**config.mk**
```make
export PLATFORM = sky130hd
export DESIGN_NAME = voice_lut_scheduler
export DESIGN_NICKNAME = d
export VERILOG_FILES = /design/src/rtl/voice_lut_scheduler.sv
export SDC_FILE = /design/constraint.sdc
export NUM_CORES = 1
export LEC_CHECK = 0
export CAP_MARGIN = 20
export CORE_MARGIN = 5
export CORE_UTILIZATION = 35
export CTS_CLUSTER_SIZE = 25
export DETAILED_ROUTE_END_ITERATION = 8
export GPL_TIMING_DRIVEN = 0
export PLACE_DENSITY = 0.7
export SETUP_SLACK_MARGIN = 0.02
export SLEW_MARGIN = 40
export SYNTH_ARGS = -nofsm -noshare
export SYNTH_HDL_FRONTEND = slang
export SYNTH_SLANG_ARGS = --single-unit
```
**constraint.sdc**
```tcl
create_clock -name clk -period 2.6 [get_ports clk]
set_input_delay 0.52 -clock clk [delete_from_list [all_inputs] [get_ports clk]]
set_output_delay 0.52 -clock clk [all_outputs]
set_load 0.01 [all_outputs]
```
**src/rtl/voice_lut_scheduler.sv**
```systemverilog
// voice_lut_scheduler: shares one pipelined phase-to-sample lookup across VOICES
// voices on every sample tick and sums the enabled voices' centred samples.
module voice_lut_scheduler #(
    parameter int VOICES = 4,
    parameter int LAT    = 2,
    localparam int AW    = 8 + $clog2(VOICES)
) (
    input  logic                clk,
    input  logic                rst_n,
    input  logic                tick,
    input  logic [7*VOICES-1:0] voice_phase,
    input  logic [7*VOICES-1:0] voice_prog,
    input  logic [VOICES-1:0]   voice_en,
    output logic                lut_ce,
    output logic [6:0]          lut_phase,
    output logic [6:0]          lut_prog,
    input  logic [7:0]          lut_sample,
    output logic [AW-1:0]       mix_out,
    output logic                mix_valid,
    output logic                busy,
    output logic                overrun
);
    localparam int SW = $clog2(VOICES);
    localparam int DW = (LAT > 1) ? $clog2(LAT) : 1;
    localparam logic [SW-1:0] LAST_SLOT  = SW'(VOICES - 1);
    localparam logic [DW-1:0] LAST_DRAIN = DW'(LAT - 1);

    typedef enum logic [1:0] {IDLE, ISSUE, DRAIN, DONE} state_t;
    state_t state, state_next;

    logic [7*VOICES-1:0]  snap_phase, snap_prog;
    logic [VOICES-1:0]    snap_en;
    logic [SW-1:0]        slot;
    logic [DW-1:0]        drain_cnt;
    logic [LAT-1:0]       vpipe;
    logic signed [AW-1:0] acc, acc_next;
    logic signed [8:0]    delta;
    logic                 start, push;

    // The valid pipe mirrors the lookup latency so each tap lines up with its sample.
    assign push     = (state == ISSUE) ? snap_en[slot] : 1'b0;
    assign delta    = $signed({1'b0, lut_sample}) - 9'sd128;
    assign acc_next = (lut_ce && vpipe[LAT-1]) ? acc + AW'(delta) : acc;
    assign busy     = (state != IDLE);
    assign overrun  = tick && busy;

    always_comb begin
        state_next = state;
        lut_ce     = 1'b0;
        lut_phase  = 7'd0;
        lut_prog   = 7'd0;
        mix_valid  = 1'b0;
        start      = 1'b0;
        case (state)
            IDLE: begin
                if (tick) begin
                    start      = 1'b1;
                    state_next = ISSUE;
                end
            end
            ISSUE: begin
                lut_ce    = 1'b1;
                lut_phase = snap_phase[7*int'(slot) +: 7];
                lut_prog  = snap_prog[7*int'(slot) +: 7];
                if (slot == LAST_SLOT) state_next = DRAIN;
            end
            DRAIN: begin
                lut_ce = 1'b1;
                if (drain_cnt == LAST_DRAIN) state_next = DONE;
            end
            DONE: begin
                mix_valid  = 1'b1;
                state_next = IDLE;
            end
            default: state_next = IDLE;
        endcase
    end

    // mix_out is loaded on the last drain clock so it is already valid while mix_valid is high.
    always_ff @(posedge clk or negedge rst_n) begin
        if (!rst_n) begin
            state      <= IDLE;
            snap_phase <= '0;
            snap_prog  <= '0;
            snap_en    <= '0;
            slot       <= '0;
            drain_cnt  <= '0;
            vpipe      <= '0;
            acc        <= '0;
            mix_out    <= '0;
        end else begin
            state <= state_next;
            if (start) begin
                snap_phase <= voice_phase;
                snap_prog  <= voice_prog;
                snap_en    <= voice_en;
                slot       <= '0;
                drain_cnt  <= '0;
                acc        <= '0;
            end else begin
                if (state == ISSUE && slot != LAST_SLOT) slot <= slot + 1'b1;
                if (state == DRAIN && drain_cnt != LAST_DRAIN) drain_cnt <= drain_cnt + 1'b1;
                if (lut_ce) begin
                    vpipe <= LAT'({vpipe, push});
                    acc   <= acc_next;
                end
                if (state == DRAIN && state_next == DONE) mix_out <= acc_next;
            end
        end
    end
endmodule

```
# == Word-level counts from Yosys, hierarchy flattened ==
# Cells that the tools add are included.
# classes
n_bitwise,2
magnitude_cmp,1
multipliers,1
shifts,2
n_reduce_logical,13
eq_ne,6
mux,20
n_addsub,4
# ops
operator,n
$shiftx 28x32->7,1
$mux 10,3
$shiftx 28x6->7,1
$mux 7,2
$add 10x9->10,1
$mux 2,5
$sub 8x8->9 const B,1
$eq 2x2->1 const B,4
$mux 1,8
$pmux 2 s4,1
$reduce_bool 2->1,4
$logic_and 1x1->1,5
$mul 3x2->5 const A,1
$reduce_and 2->1,2
$lt 2x3->1 const B,1
$add 2x1->2 const B,1
$bmux 1 s2,1
$eq 2x1->1 const B,1
$logic_not 2->1,1
$ne 2x2->1 const B,1
$not 1->1,2
$reduce_or 2->1,1
$add 1x1->1 const B,1
# totals
out_inout_bits,28
register_bits,87
input_bits,71

# == Depth between registers and ports, before layout ==
# Gate-level depths: netlist of the first run.
# depth
depth_word,7
depth_mapped,8

# == Worst setup path before layout of the first run ==
# OpenSTA, ideal clock, no wires.
# synth_path
kind,input to register
start,input lut_sample[0]
end,register mix_out[8]
arrival_time_ns,2.152
path_slack_ns,0.383
path_stages,7
n_path_buf,0
setup_time_ns,0.064
path_cell_list,ha_1 fa_1 a211oi_1 o21ai_0 a311o_1 nand3_1 mux2_2
# synth_between
elab_chain_cells,3
# synth_rtl
item,line_no,rtl
"start, declared",17,"input logic [7:0] lut_sample,"
$sub 8x8->9,42,"assign delta = $signed({1'b0, lut_sample}) - 9'sd128;"
$add 10x9->10,43,assign acc_next = (lut_ce && vpipe[LAT-1]) ? acc + AW'(delta) : acc;
$mux 10,43,
"end signal, assigned",107,if (state == DRAIN && state_next == DONE) mix_out <= acc_next;
"end, declared",18,"output logic [AW-1:0] mix_out,"
# No other way between the ends.
# A chain may end at the register's enable or synchronous reset.

# == Worst setup path after layout of the first run ==
# layout_path
start,input lut_sample[7]
end,register acc[9]
# layout_between
elab_chain_cells,5
# layout_rtl
item,line_no,rtl
$sub 8x8->9,42,
$add 10x9->10,43,
$mux 10,43,
$mux 10,103,if (lut_ce) begin
$mux 10,93,if (start) begin
"end signal, assigned",105,acc <= acc_next;
"end, declared",36,"logic signed [AW-1:0] acc, acc_next;"
# No other way between the ends. The select of a mux whose other input is x is not followed.

==> results.txt, run 1 <==
Top-Level Pins: 99
Sequential cell area: 0.00218 mm²
WP depth: 8
Longest Clk Path Bufs: 2
End of the critical path: acc[9]
Final ANT Viol Nets: 0
Crit. Startpoint: lut_sample[7]
Buffers on Ports: 98
Async S/R FF share, synth: 100%
Via Count: 3688
Critical path data required time: 2800 ps
HP Class: input pin to asynchronous set/reset pin
Share of the yosys chip area belonging to registers: 49.6%
Crit path arrival time: 2720 ps
R2r endpoint: snap_en[0]
Reg2Reg Depth: 7
Final period util: 96.8%
Synth area leaders: dfrtp_1 50%, nand2_1 16%, mux4_2 7.7%
CP Max Fanout: 7
Leak: 2.84 nW
Die area: 0.0149 mm²
Pin count of the biggest net entering global routing: 57
Yosys reg bits: 87
Post-layout nets: 668
DRC violations left: 0
Insertion delay to the later sink of the worst-skew pair: 330 ps
Fin. Hold Viols: 0
Fraction of layout cells with a size suffix above 1: 8.42%
Slew headroom: 59.0%
Post-Synthesis Cells: 469
Number of global-route vias before repair: 3987
DIE HEIGHT: 122 µm
P per Cell Area: 1110 mW/mm²
Inserted Clock Buffers: 9
Worst path bufs/invs: 2
RSZ-0062 raised after global routing: false
GP Congestion: 0.803
Worst-path cell chain: clkdlybuf4s50_1, inv_1, ha_1, a211oi_1, nand4_1, or3_1, a31oi_1, nor3b_2
Number of diodes: 0
Syn avg cell area: 9.37 µm²
FILL cells: 1180
Top-count cell post-synth: nand2_1
Setup violations, final: 0
Core Footprint: 0.0125 mm²
Hold-fix buffers, CTS: 0
Critical path's top delay family: compound AO/OA/AOI/OAI gates
Clock Sink Count: 87
Setup Skew: 6.92 ps
First-pass GRT wire length: 19000 µm
Kind of critical path: input pin to flip-flop
Peak Freq: 0.397 GHz
Post-Route WL: 11500 µm
Initial DRC count: 235
Synth Cell Area: 0.00439 mm²
Clk pin slew, worst setup/hold paths: 60 ps
Outcome: finished clean
Crit path time final: 2520 ps
Worst-margin pin slew: 610 ps
Leading area contributor after synthesis: dfrtp_1
R2r startpoint: state[0]
Row Count: 41
WL/cell: 15.3 µm
EDFF count, synth: 0
Multi-input logic area: 0.00212 mm²
DP HPWL: 8500 µm
Initial antenna violation count: 0
Pre-antenna DRT Iters: 4
CTS root buf: clkbuf_16
Slowest cell on the critical path: clkdlybuf4s50_1
Total gr overflow: 0
Die W: 122 µm
Ys flop type: dfrtp_1
Final Hold Slack: 64.7 ps
Max H-tree Level: 3
Starting Density: 35.2%
Synthesized net count: 557
YS warnings: 0
Setup WS post-layout: 82.6 ps
Worst R2R Setup Slack: 340 ps
Synth top cells by count: 186 x nand2_1, 87 x dfrtp_1, 26 x nor2_1
Pre-CTS WS: -283 ps
Global-route usage over all layers: 16.3%
Critical Path Max Stage Delay: 500 ps
Slew Viols, Final: 0
Worst setup SP type: input pin
VDD IR max: 375 µV
Area share of the largest cell type after synthesis: 49.6%
Crit. End Element: flip-flop
Cell variety after synth: 45
Via density: 4.89
TritonCTS clock tree: built
Max-Cap Viols: 0
Layout area overhead: 34.5%
==> power breakdown <==
part | leakage (nW) | internal [mW] | total [mW] | switching [mW]
combinational | 1.60 | 1.49 | 3.12 | 1.62
clock | 0.127 | 0.654 | 1.14 | 0.487
sequential | 1.10 | 1.95 | 2.30 | 0.350
==> cell usage in the layout, fill, tap and decap left out, drive strengths merged, types with 2 or more instances in the layout <==
cell,synthesis,routed
dlygate4sd2,0,14
nor2b,4,4
a21o,2,2
o211ai,3,3
o31a,2,2
nor3,7,7
nand3,3,3
mux2,4,4
dfrtp,87,87
buf,4,8
a21oi,16,16
nand4,4,4
clkbuf,18,28
a211oi,6,6
or3,2,2
and2,15,15
nand2b,2,2
clkinv,0,2
o21ai,8,8
nor3b,5,5
xnor2,2,2
o31ai,2,2
ha,16,16
mux4,15,15
inv,7,7
mux2i,4,4
nor2,27,27
clkdlybuf4s50,0,83
nand2,186,186
a31oi,5,5
==> through the flow <==
step	cell area [µm²]	power (mW)	utilization, %	std cells	TNS [ps]
floorplan	4390	4.23	-	469	0
global placement	5590	5.35	44.8	739	-180600
detailed placement	5620	5.48	45.1	740	-3490
CTS	5910	6.64	47.4	754	0
global route	5910	7.09	47.4	754	0
finish	5910	6.56	47.4	754	0
==> worst min-delay path by stage <==
stage                              start              to  slack (ps)  cells after the start
after global placement    snap_phase[21]  snap_phase[21]         450                      2
after detailed placement           rst_n   snap_prog[12]         420                      1
final                              rst_n   snap_prog[12]          60                      1
after CTS                          rst_n   snap_prog[12]          70                      1
after floorplan                    rst_n          acc[0]         220                      0
after global routing               rst_n   snap_prog[19]          90                      1
==> state kept, by name (all words and copies together), names as in the netlist <==
signal and count:
state 2, vpipe 2, snap_prog 28, acc 10, snap_phase 28, drain_cnt 1
mix_out 10, slot 2, snap_en 4
==> cell type report <==
class | count | area share (%)
Buffer | 21 | 1.93
Clock buffer | 11 | 4.11
Clock inverter | 2 | 0.169
Inverter | 7 | 0.445
Multi-Input combinational cell | 353 | 35.8
Sequential cell | 87 | 36.9
Tap cell | 172 | 3.64
Timing Repair Buffer | 101 | 17.0
==> cell families after synthesis <==
logic type / count (synthesis) / synth area share [%]
flip-flops: 87 / 49.6
XOR/XNOR: 2 / 0.399
AND/OR/NAND/NOR: 260 / 25.0
buffers and inverters: 29 / 2.62
multiplexers: 23 / 9.63
AO/OA/AOI/OAI: 51 / 7.75
adder cells (fa/ha/maj): 17 / 5.01
==> worst register-to-register path: stages (launching register included) <==
cell and delay, ps:
dfrtp_2 460, inv_1 160, ha_2 240, and2_1 130, clkbuf_1 430, clkbuf_1 550, nand2_1 150, nand2_1 90
==> routing by layer <==
metal | global-route usage [%] | up-vias | share of wire (%)
met1 | 21.0 | 1791 | 45
met5 | 0 | - | 0
met2 | 27.4 | 86 | 50
met4 | 6.37 | 0 | 1.5
met3 | 2.65 | 15 | 4.3
li1 | - | 1796 | -
==> repair_timing <==
| item | 4_1_cts | 5_1_grt |
|---|---|---|
| buffers inserted | 2 | 0 |
| endpoints found under the setup margin | 14 | 1 |
| gates resized for setup | 28 | 1 |
Note: power is estimated with default switching activity, not from simulation.
==> run 2: changes to the inputs <==
Settings changed: CORE_MARGIN 5 to unset, CTS_CLUSTER_DIAMETER set to 50.
==> results.txt, run 2 (same netlist as run 1, synthesis figures left out) <==
Starting Density: 36.3% (+1.0 points)
Fraction of layout cells with a size suffix above 1: 8.87% (+0.45 points)
Layout area overhead: 35.6%
DP HPWL: 8150 µm (-4.0%)
Slowest cell on the critical path: clkdlybuf4s50_1
Crit path time final: 2510 ps (-3.86 ps)
Inserted Clock Buffers: 9 (unchanged)
Most frequent cells in the layout: 186 x nand2_1, 86 x dfrtp_1, 83 x clkdlybuf4s50_1, 26 x nor2_1, 18 x clkbuf_1
Number of diodes: 0 (unchanged)
RSZ-0062 raised after global routing: true
Buffers on Ports: 98 (unchanged)
Worst-margin pin slew: 593 ps (-17.3 ps)
Hold-fix buffers, CTS: 0 (unchanged)
Global routing's busiest layer: met2
CTS root buf: clkbuf_16
Row Count: 40 (-2.4%)
HP Class: input pin to asynchronous set/reset pin
Initial DRC count: 214 (-8.9%)
Clock Sink Count: 87 (unchanged)
GP Congestion: 0.824 (+2.6%)
Worst setup SP type: input pin
Reg2Reg Depth: 7 (unchanged)
VDD IR max: 374 µV (-0.33%)
Fin. Hold Viols: 0 (unchanged)
Max H-tree Level: 3 (unchanged)
Total gr overflow: 0 (unchanged)
Worst R2R Setup Slack: 330 ps (about the same)
Peak Freq: 0.398 GHz (+0.15%)
DIE HEIGHT: 114 µm (-6.6%)
Post-Route WL: 11500 µm (-0.36%)
Outcome: finished clean
Core Footprint: 0.0121 mm² (-2.8%)
Via Count: 3729 (+1.1%)
WL/cell: 15.2 µm (-0.36%)
Longest Clk Path Bufs: 2 (unchanged)
Slew Viols, Final: 0 (unchanged)
Die W: 114 µm (-6.6%)
Crit path arrival time: 2720 ps (about the same)
Largest registers: snap_phase x28, snap_prog x28
Slew headroom: 60.5% (+1.5 points)
Initial antenna violation count: 0 (unchanged)
Most common cell after layout, fill and taps aside: nand2_1
Multi-input logic area: 0.00212 mm² (+0.35%)
Via density: 4.95 (+1.1%)
Critical path data required time: 2800 ps (about the same)
GRT met1 Usage: 24.9% (+3.9 points)
R2r startpoint: acc[0]
Total power: 6.67 mW (+1.6%)
Pre-antenna DRT Iters: 4 (unchanged)
Fin cells: 754 (unchanged)
Clk pin slew, worst setup/hold paths: 60 ps (about the same)
Post-layout nets: 669 (+0.15%)
TritonCTS clock tree: built
Setup violations, final: 0 (unchanged)
Crit. End Element: flip-flop
Die area: 0.0130 mm² (-13%)
Fin util: 49.2% (+1.8 points)
First-pass GRT wire length: 19400 µm (+1.9%)
Max-Cap Viols: 0 (unchanged)
Insertion delay to the later sink of the worst-skew pair: 330 ps (about the same)
Met3 usage: 3.77% (+1.1 points)
P per Cell Area: 1120 mW/mm² (+0.79%)
Global-route usage over all layers: 19.4% (+3.2 points)
CP Max Fanout: 7 (unchanged)
Number of global-route vias before repair: 3882 (-2.6%)
FILL cells: 1177 (-0.25%)
Worst-path cell chain: clkdlybuf4s50_1, inv_1, ha_1, a211oi_2, nand4_1, or3_1, a31oi_1, nor3b_2
Placed Cells incl. Taps: 736 (-0.54%)
Pin count of the biggest net entering global routing: 46 (-19%)
Setup Skew: 4.84 ps (-2.08 ps)
Top-Level Pins: 99 (unchanged)
R2r endpoint: mix_out[8]
M2 GR Usage: 32.6% (+5.2 points)
DRC violations left: 0 (unchanged)
Setup TNS: 0 ps (unchanged)
Kind of critical path: input pin to flip-flop
Leak: 2.86 nW (+0.79%)
Final ANT Viol Nets: 0 (unchanged)
Sequential cell area: 0.00218 mm² (about the same)
Final period util: 96.7% (-0.15 points)
Critical Path Max Stage Delay: 570 ps (+70 ps)
-- run 2: how the worst max path moves through the flow --
stage | start | end | cells after the start
after global routing | lut_sample[7] | acc[9] | 8
after CTS | state[0] | lut_ce | 3
final | lut_sample[7] | acc[9] | 8
after detailed placement | slot[1] | lut_phase[1] | 5
after floorplan | lut_sample[0] | mix_out[8] | 7
after global placement | rst_n | snap_phase[18] | 1
-- run 2: where the power goes --
group	internal [mW]	total (mW)	switching, mW	leakage (nW)
clock network	0.697	1.21	0.515	0.136
logic	1.52	3.17	1.66	1.62
registers	1.95	2.28	0.332	1.11
-- run 2: timing repair --
item                                    CTS  global route
setup buffers                             2             0
gates cloned                              0             0
gates resized for setup                  29             2
pin swaps                                 0             0
endpoints found under the setup margin   15             2
-- run 2: routing by layer --
metal | up-vias | wire length [µm]
met3 | 13 | 517
met4 | 0 | 142
met1 | 1821 | 5110
met5 | - | 0
li1 | 1797 | -
met2 | 98 | 5690
-- run 2: layout make-up --
class | instances | share of cell area, %
Multi-Input combinational cell | 353 | 35.6
Clock buffer | 13 | 4.37
Buffer | 22 | 2.06
Tap cell | 168 | 3.53
Sequential cell | 87 | 36.6
Clock inverter | 3 | 0.294
Inverter | 7 | 0.441
Timing Repair Buffer | 101 | 17.1
-- run 2: critical path: cells and delay by family --
kind	cells	cell delay, ps
AOI/OAI and AO/OA	2	540
and+or+nand+nor	3	580
buffers and inverters	2	690
adders and majority gates	1	400
-- run 2: through the flow --
stage | setup WS [ps] | cell area (µm²) | hold slack, ps
final | 86.5 | 5960 | 96.1
after global placement | -2160 | 5580 | 453
after CTS | 58.8 | 5950 | 112
after detailed placement | -345 | 5610 | 461
after floorplan | 383 | 4390 | 224
after global routing | 7.74 | 5960 | 127
==> run 3: changes to the inputs <==
Settings changed: CTS_BUF_LIST set to sky130_fd_sc_hd__clkbuf_4 sky130_fd_sc_hd__clkbuf_8.
==> results.txt, run 3 (same netlist as run 1, synthesis figures left out) <==
Total gr overflow: 0 (unchanged)
Die area: 0.0130 mm² (unchanged)
DIE HEIGHT: 114 µm (unchanged)
Starting Density: 36.3% (unchanged)
Row Count: 40 (unchanged)
Clock Sink Count: 87 (unchanged)
CTS root buf: clkbuf_8
Via density: 4.91 (-0.72%)
Pre-CTS WS: -345 ps (unchanged)
Max H-tree Level: 3 (unchanged)
WL/cell: 15.1 µm (-0.54%)
Initial DRC count: 232 (+8.4%)
HP Class: input pin to asynchronous set/reset pin
Via Count: 3717 (-0.32%)
Crit path time final: 2470 ps (-42.3 ps)
Global-route usage over all layers: 19.3% (-0.092 points)
Most common cell after layout, fill and taps aside: nand2_1
Leak: 2.84 nW (-0.61%)
Final period util: 95.0% (-1.6 points)
Hold-fix buffers, CTS: 0 (unchanged)
Longest Clk Path Bufs: 2 (unchanged)
Insertion delay to the later sink of the worst-skew pair: 350 ps (+20 ps)
Max-Cap Viols: 0 (unchanged)
Pin count of the biggest net entering global routing: 46 (unchanged)
Pre-antenna DRT Iters: 4 (unchanged)
First-pass GRT wire length: 19300 µm (-0.28%)
Crit path arrival time: 1950 ps (-770 ps)
P per Cell Area: 1080 mW/mm² (-3.1%)
Buffers on Ports: 98 (unchanged)
Sw Share: 38.6% (+1.0 points)
Comb power frac: 50.4% (+2.8 points)
Placed Cells incl. Taps: 736 (unchanged)
Internal: 3.93 mW (-5.6%)
Kind of critical path: flip-flop to output port
TritonCTS clock tree: built
Sequential power share: 35.6% (+1.4 points)
Final ANT Viol Nets: 0 (unchanged)
Clk pin slew, worst setup/hold paths: 80 ps (+20 ps)
Layout area overhead: 34.4%
Fin. Hold Viols: 0 (unchanged)
Die W: 114 µm (unchanged)
DP HPWL: 8150 µm (unchanged)
Outcome: finished clean
Setup Skew: 5.86 ps (+1.02 ps)
Number of global-route vias before repair: 3895 (+0.33%)
Worst-margin pin slew: 600 ps (+7.45 ps)
RSZ-0062 raised after global routing: false
Crit. End Element: output port
Worst setup SP type: flip-flop
CP Max Fanout: 5 (-2)
Top-Level Pins: 99 (unchanged)
Critical path data required time: 2080 ps (-720 ps)
NetSw: 2.47 mW (-1.4%)
Setup WS post-layout: 129 ps (+42.3 ps)
Slew headroom: 60.0% (-0.50 points)
Number of diodes: 0 (unchanged)
Largest registers: snap_phase x28, snap_prog x28
Fraction of layout cells with a size suffix above 1: 9.68% (+0.80 points)
Post-Route WL: 11400 µm (-0.15%)
Inserted Clock Buffers: 9 (unchanged)
Core Footprint: 0.0121 mm² (unchanged)
Post-layout nets: 672 (+0.45%)
Slew Viols, Final: 0 (unchanged)
Setup violations, final: 0 (unchanged)
Peak Freq: 0.405 GHz (+1.7%)
GP Congestion: 0.824 (unchanged)
Reg2Reg Depth: 7 (unchanged)
Fin cells: 757 (+0.40%)
Most frequent cells in the layout: 186 x nand2_1, 86 x dfrtp_1, 83 x clkdlybuf4s50_1, 26 x nor2_1
Initial antenna violation count: 0 (unchanged)
Clock share of power: 14.0% (-4.2 points)
DRC violations left: 0 (unchanged)
VDD IR max: 348 µV (-6.8%)
==> run 3: cell types whose count changed in the layout (fill, tap and decap cells not counted), sizes merged <==
cell,change
clkbuf,+1
buf,+2
==> run 3: power by group through the flow <==
| stage | Clock, mW | Sequential (mW) | Combinational, mW |
|---|---|---|---|
| detailed placement | 0 | 2.29 | 3.17 |
| finish | 0.894 | 2.28 | 3.23 |
| floorplan | 0 | 2.22 | 2.01 |
| CTS | 0.916 | 2.27 | 3.20 |
| global route | 0.984 | 2.35 | 3.61 |
| global placement | 0 | 2.25 | 3.09 |
==> run 3: what timing repair did <==
| item | in CTS | in global routing |
|---|---|---|
| resized for setup | 28 | 3 |
| endpoints found under the setup margin | 14 | 8 |
| cloned | 0 | 1 |
| setup buffers | 3 | 1 |
| endpoints found under the hold margin | 0 | 0 |
==> run 3: metrics by stage <==
stage          hold slack, ps  area [µm²]  util [%]  power (mW)  setup TNS [ps]
4_1_cts                  77.4        5860      48.4        6.39               0
3_5_place_dp              461        5610      46.3        5.45           -4270
2_1_floorplan             224        4390         -        4.23               0
5_1_grt                  87.4        5900      48.8        6.94               0
6_report                 72.5        5900      48.8        6.40               0
3_3_place_gp              453        5580      46.1        5.34         -191320
==> run 3: layer usage <==
| metal | global-route usage (%) | routed length, µm |
|---|---|---|
| met1 | 24.9 | 5060 |
| met2 | 32.5 | 5730 |
| met3 | 3.83 | 541 |
| met4 | 6.58 | 114 |
| met5 | 0 | 0 |
==> run 3: final cells by class <==
type	instances	area (µm²)
Timing Repair Buffer	104	1060
Inverter	7	26.3
Buffer	22	123
Multi-Input combinational cell	353	2120
Sequential cell	87	2180
Clock inverter	3	17.5
Clock buffer	13	166
Fill cell	1190	6210
Tap cell	168	210
==> run 3: path summary, 6_finish.rpt <==
| check | from | end | slack [ps] |
|---|---|---|---|
| worst max register to register | acc[0] | mix_out[8] | 330 |
| worst min register to register | snap_prog[19] | snap_prog[19] | 480 |
| min in group clk | snap_prog[19] | snap_prog[19] | 480 |
| worst max-delay path | slot[0] | lut_prog[4] | 130 |
| max in group asynchronous | rst_n | snap_phase[5] | 1970 |
| worst min-delay path | rst_n | state[1] | 70 |
==> run 3: critical path, stage by stage (launching register included) <==
cell           delay, ps
dfrtp_1              370
buf_6                140
clkbuf_16            160
mux4_2               480
and2_1               170
dlygate4sd2_1        280
==> edit 1: new RTL, flow settings as in run 2 <==
Make the reset (`rst_n`) synchronous in one clocked block.
--- a/src/rtl/voice_lut_scheduler.sv
+++ b/src/rtl/voice_lut_scheduler.sv
@@ -77,7 +77,7 @@
     end
 
     // mix_out is loaded on the last drain clock so it is already valid while mix_valid is high.
-    always_ff @(posedge clk or negedge rst_n) begin
+    always_ff @(posedge clk) begin
         if (!rst_n) begin
             state      <= IDLE;
             snap_phase <= '0;
Check against the original RTL: differs if rst_n is asserted again (counterexample within 4 cycles, from zero or initial values and one cycle with rst_n low); with rst_n held inactive, the same outputs for 10 cycles.
==> edit 1 against run 2 <==
  * Cell area is 4.0% lower
  * Largest cell class is now multi-input combinational cells
  * First-iteration DRC count fell by 21%
  * Routed wire length decreased by 4.6%
  * Sequential cell count unchanged
  * Count of clock-buffer cells in the layout is 3 lower
  * Utilization increased by 0.28 points
  * Clock skew up 0.0047 ns
  * Via count shrank 2.1%
  * Critical path depth fell by 4
  * The flow now finishes with violations (DRC)
  * Synthesized area fell by 4.1%
  * Worst setup slack got worse by 0.0026 ns
  * Highest routed layer unchanged
Power is not compared: it rests on default switching activity, and its combinational part moved more than twofold at a synthesized area within 25%.
==> edit 1: results (changes against run 2) <==
- Num CTS Buffers: 9 (unchanged)
- Min Tclk post-route: 2.52 ns (was 2.51 ns)
- # nets final: 670 (was 669)
- Clk pin slew, worst setup/hold paths: 0.06 ns (about the same)
- Failing checks: DRC
- Flop2flop setup slack: 0.49 ns (was 0.33 ns)
- Synthesis-to-finish area growth: 35.8% (was 35.6%)
- Setup Skew: 0.00953 ns (was 0.00484 ns)
- Netlist cell types: 43 (was 45)
- Number of synthesized flops with an enable pin: 0 (unchanged)
- H-tree depth: 3 (unchanged)
- Gr usage total: 0.184 (was 0.194)
- Max Root-Sink Buffers: 2 (unchanged)
- Initial antenna violation count: 0 (unchanged)
- Register area share after synthesis: 0.413 (was 0.496)
- Worst Hold Class: reg -> reg (was in -> async)
- Asr flop ratio synth: 0 (was 1.00)
- Drt initial violations: 170 (was 214)
- Fraction of layout cells with a size suffix above 1: 0.0986 (was 0.0887)
- Pin count of the biggest net entering global routing: 18 (was 46)
- Leading registers by flop count: snap_phase: 28 flops, snap_prog: 28 flops (unchanged)
- Syn. warnings: 0 (unchanged)
- WL final: 10,900 microns (was 11,500 microns)
- Syn avg cell area: 8.94 sq um (was 9.37 sq um)
- Arrival time at the worst endpoint: 2.00 ns (was 2.72 ns)
- Vias in the first global route: 3,794 (was 3,882)
- Ant diodes: 0 (unchanged)
- First-pass GRT wire length: 18,000 microns (was 19,400 microns)
- # port buffers: 98 (unchanged)
- Detailed Place HPWL: 8290 microns (was 8150 microns)
- Drt first pass iters: 6 (was 4)
- Status: finished with violations (was complete, no violations)
- Commonest cells post-synth: 136 x nand2_1, 87 x dfxtp_1, 63 x a21boi_0, 22 x nor2_1 (was 186 x nand2_1, 87 x dfrtp_1, 26 x nor2_1, 18 x clkbuf_1)
- Net count after synthesis: 558 (was 557)
- Pleak: 0.00226 uW
- Placed instance count: 712 (was 736)
- Largest cells by area after synthesis: dfxtp_1 41%, nand2_1 12%, a21boi_0 11%, mux4_2 8.0%, ha_1 4.5% (was dfrtp_1 50%, nand2_1 16%, mux4_2 7.7%, ha_1 4.6%, nor2_1 2.2%)
- Vias after detailed routing: 3,649 (was 3,729)
- Dpl ws: -0.171 ns (was -0.345 ns)
- DR DRC count: 7 (was 0)
- Root buf cell: clkbuf_16 (unchanged)
- Worst-Skew Late Latency: 0.35 ns (was 0.33 ns)
- Hold Slack: 0.459 ns (was 0.0961 ns)
- Main synth FF type: dfxtp_1 (was dfrtp_1)
- Worst Path Max Fanout: 7 (unchanged)
- Maximum vdd ir drop: 0.272 mV
- Placer Congestion: 0.809 (was 0.824)
- Worst-margin pin slew: 0.592 ns (was 0.593 ns)
- Drt via density: 4.99 (was 4.95)
-- edit 1: timing repair --
| item | CTS | global route |
|---|---|---|
| gates cloned | 0 | 0 |
| resized for setup | 20 | 4 |
| buffers inserted | 3 | 0 |
| setup endpoints to repair | 14 | 4 |
-- edit 1: path summary, 6_finish.rpt --
| check | cells after the start | to | from |
|---|---|---|---|
| worst max-delay path | 4 | lut_prog[3] | slot[1] |
| worst min-delay path | 2 | snap_phase[19] | snap_phase[19] |
| worst max register to register | 8 | acc[8] | acc[0] |
| worst min register to register | 2 | snap_phase[19] | snap_phase[19] |
-- edit 1: through the flow --
step / cell area, sq um / power, uW / TNS (ns)
finish: 5720 / 3370 / 0
global route: 5720 / 3510 / 0
CTS: 5710 / 3400 / 0
detailed placement: 5370 / 2090 / -1.14
global placement: 5370 / 2070 / -0.963
floorplan: 4210 / 1820 / 0
-- edit 1: report_power, final --
part           total (uW)  switching, uW  internal, uW  leakage [uW]
clock                1300            595           700      0.000148
sequential           1470           48.8          1420      0.000711
combinational         612            304           308       0.00140
total                3370            948          2420       0.00226
-- edit 1: per-layer routing --
metal | vias to the layer above | part of all wire | track usage
met5 | - | 0 | 0
met1 | 1716 | 0.45 | 0.222
li1 | 1824 | - | -
met3 | 6 | 0.055 | 0.0392
met4 | 0 | 0.0059 | 0.0450
met2 | 103 | 0.49 | 0.331
-- edit 1: cells by family (layout without fill, tap and decap cells) --
group	after synthesis	count (layout)	synth area share
adders and majority gates	16	16	0.0493
DFF	87	87	0.413
AOI/OAI and AO/OA	113	113	0.198
xor gates and xnor gates	6	6	0.0125
muxes	24	24	0.102
buffers and inverters	37	154	0.0395
and+or+nand+nor	188	188	0.186
-- edit 1: critical path: stages (launching register included) --
cell,delay [ns]
dfxtp_1,0.35
buf_6,0.16
mux4_2,0.49
and2_1,0.18
clkdlybuf4s50_1,0.47
-- edit 1: area by class of cell --
class	count	area [sq um]
multi-input combinational	347	2320
clock buffer	10	239
sequential	87	1740
clock inverter	6	57.6
buffer	31	173
timing repair buffer	101	991
fill	1106	5840
inverter	6	22.5
tap	143	179
==> edit 2: new RTL, config.mk and constraints of run 2 <==
Without the edit above. Change the parameter `LAT` from 2 to 1.
--- a/src/rtl/voice_lut_scheduler.sv
+++ b/src/rtl/voice_lut_scheduler.sv
@@ -2,7 +2,7 @@
 // voices on every sample tick and sums the enabled voices' centred samples.
 module voice_lut_scheduler #(
     parameter int VOICES = 4,
-    parameter int LAT    = 2,
+    parameter int LAT    = 1,
     localparam int AW    = 8 + $clog2(VOICES)
 ) (
     input  logic                clk,
Check against the original RTL: not equivalent (a bounded check fails within 10 cycles, from zero or initial values and one cycle with rst_n low).
==> edit 2 against run 2 <==
  * Worst setup slack improved by 0.012 ns
  * Sequential cell count fell by 1
  * Synthesized area decreased by 0.57%
  * Combinational power decreased by 3%
  * Routed wire length fell by 2.7%
  * Power decreased by 1.3%
  * Global-route usage fell by 0.83 points
  * Register-to-register slack worse by 0.17 ns
  * Cell area is the same
==> edit 2: results (changes against run 2) <==
- Status: complete, no violations (unchanged)
- Drt initial violations: 150 (was 214)
- Drt first pass iters: 5 (was 4)
- Rel. slew slack: 0.613 (was 0.605)
- Syn. warnings: 0 (unchanged)
- Commonest cells post-synth: 188 x nand2_1, 86 x dfrtp_1, 27 x nor2_1, 18 x a21oi_1, 17 x and2_1 (was 186 x nand2_1, 87 x dfrtp_1, 26 x nor2_1, 18 x clkbuf_1)
- Worst Hold Class: in -> async (unchanged)
- Gr usage total: 0.186 (was 0.194)
- Max Root-Sink Buffers: 2 (unchanged)
- Net count after synthesis: 553 (was 557)
- Arrival time at the worst endpoint: 1.98 ns (was 2.72 ns)
- Setup Skew: 0.00917 ns (was 0.00484 ns)
- Switching share of power: 0.377 (was 0.375)
- Main synth FF type: dfrtp_1 (unchanged)
- Fraction of layout cells with a size suffix above 1: 0.0943 (was 0.0887)
- Root buf cell: clkbuf_16 (unchanged)
- Clk pin slew, worst setup/hold paths: 0.07 ns
- Vias in the first global route: 3,722 (was 3,882)
- Drt via density: 4.87 (was 4.95)
- Register area share after synthesis: 0.493 (was 0.496)
- # port buffers: 98 (unchanged)
- TNS Setup: 0 ns (unchanged)
- Largest cells by area after synthesis: dfrtp_1 49%, nand2_1 16%, mux4_2 7.7%, ha_1 4.6%, and2_1 2.4% (was dfrtp_1 50%, nand2_1 16%, mux4_2 7.7%, ha_1 4.6%, nor2_1 2.2%)
- Maximum vdd ir drop: 0.565 mV (was 0.374 mV)
- Post-synth top area share: 0.493 (was 0.496)
- Num CTS Buffers: 9 (unchanged)
- H-tree depth: 3 (unchanged)
- # nets final: 666 (was 669)
- Pin count of the biggest net entering global routing: 55 (was 46)
- Netlist cell types: 46 (was 45)
- Pleak: 0.00283 uW (was 0.00286 uW)
- WL final: 11,200 microns (was 11,500 microns)
- Asr flop ratio synth: 1.00 (unchanged)
- First-pass GRT wire length: 18,400 microns (was 19,400 microns)
- Worst-Skew Late Latency: 0.34 ns
- Worst Path Max Fanout: 10 (was 7)
- Detailed Place HPWL: 8170 microns (was 8150 microns)
- Placer Congestion: 0.838 (was 0.824)
[edit 2: cell types whose count changed after synthesis, moves of 4 or more]
cell,before,now
mux2_2,4,0
nand2b_1,2,6
o21ai_0,8,2
a211oi_1,6,2
[edit 2: per-stage QoR]
step / cells / power, uW / setup WS, ns / util / instance area (sq um)
after global placement: 731 / 5210 / -2.03 / 0.459 / 5560
after CTS: 751 / 6620 / 0.0138 / 0.490 / 5940
final: 751 / 6580 / 0.0986 / 0.492 / 5960
after detailed placement: 732 / 5340 / -0.527 / 0.461 / 5590
after floorplan: 465 / 4150 / 0.254 / - / 4370
after global routing: 751 / 7080 / 0.0225 / 0.492 / 5960
[edit 2: metal layers]
layer	part of all wire	routed length, microns	vias up	track usage
met5	0	0	-	0
met4	0.0073	82	0	0.0421
met3	0.051	570	4	0.0399
met2	0.50	5620	101	0.323
met1	0.44	4890	1787	0.238
li1	-	-	1768	-
[edit 2: layout make-up]
class | instances | area (sq um)
plain buffers | 22 | 126
clock buffers | 9 | 225
clock inverters | 7 | 63.8
fillers | 1166 | 6150
inverters | 7 | 26.3
multi-input cells | 350 | 2140
flip-flops and latches | 86 | 2150
well taps | 168 | 210
repair buffers | 102 | 1010
[edit 2: repair_timing]
item	CTS	global route
buffers inserted	3	0
setup endpoints to repair	16	11
cloned	0	0
pin swaps	0	1
gates resized for setup	30	4
[edit 2: cells by family (layout without fill, tap and decap cells)]
kind of cell / count (synthesis) / in the layout / synth area share
AOI/OAI and AO/OA: 47 / 47 / 0.0762
xor gates and xnor gates: 4 / 4 / 0.00802
adders and majority gates: 17 / 17 / 0.0504
buffers and inverters: 29 / 147 / 0.0264
DFF: 86 / 86 / 0.493
muxes: 21 / 21 / 0.0911
and+or+nand+nor: 261 / 261 / 0.255
[edit 2: worst paths after layout]
| path | startpoint | to | slack [ns] | cells after the start |
|---|---|---|---|---|
| max reg2reg | state[0] | mix_out[6] | 0.16 | 8 |
| max in group asynchronous | rst_n | snap_prog[7] | 1.97 | 2 |
| min in group clk | snap_phase[12] | snap_phase[12] | 0.47 | 2 |
| max | slot[0] | lut_prog[5] | 0.1 | 5 |
| min reg2reg | snap_phase[12] | snap_phase[12] | 0.47 | 2 |
| min | rst_n | mix_out[5] | 0.06 | 1 |
[edit 2: worst max-delay path, stage by stage, from the launching register on]
cell and delay, ns:
dfrtp_1 0.38, clkbuf_8 0.16, buf_12 0.15, mux4_2 0.50, and2_1 0.18, dlygate4sd2_1 0.28
[edit 2: power by group through the flow]
stage          combinational (uW)  clock, uW  sequential, uW
2_1_floorplan                1950          0            2210
3_3_place_gp                 2970          0            2240
3_5_place_dp                 3060          0            2280
4_1_cts                      3080       1270            2270
5_1_grt                      3410       1330            2340
6_report                     3070       1240            2270
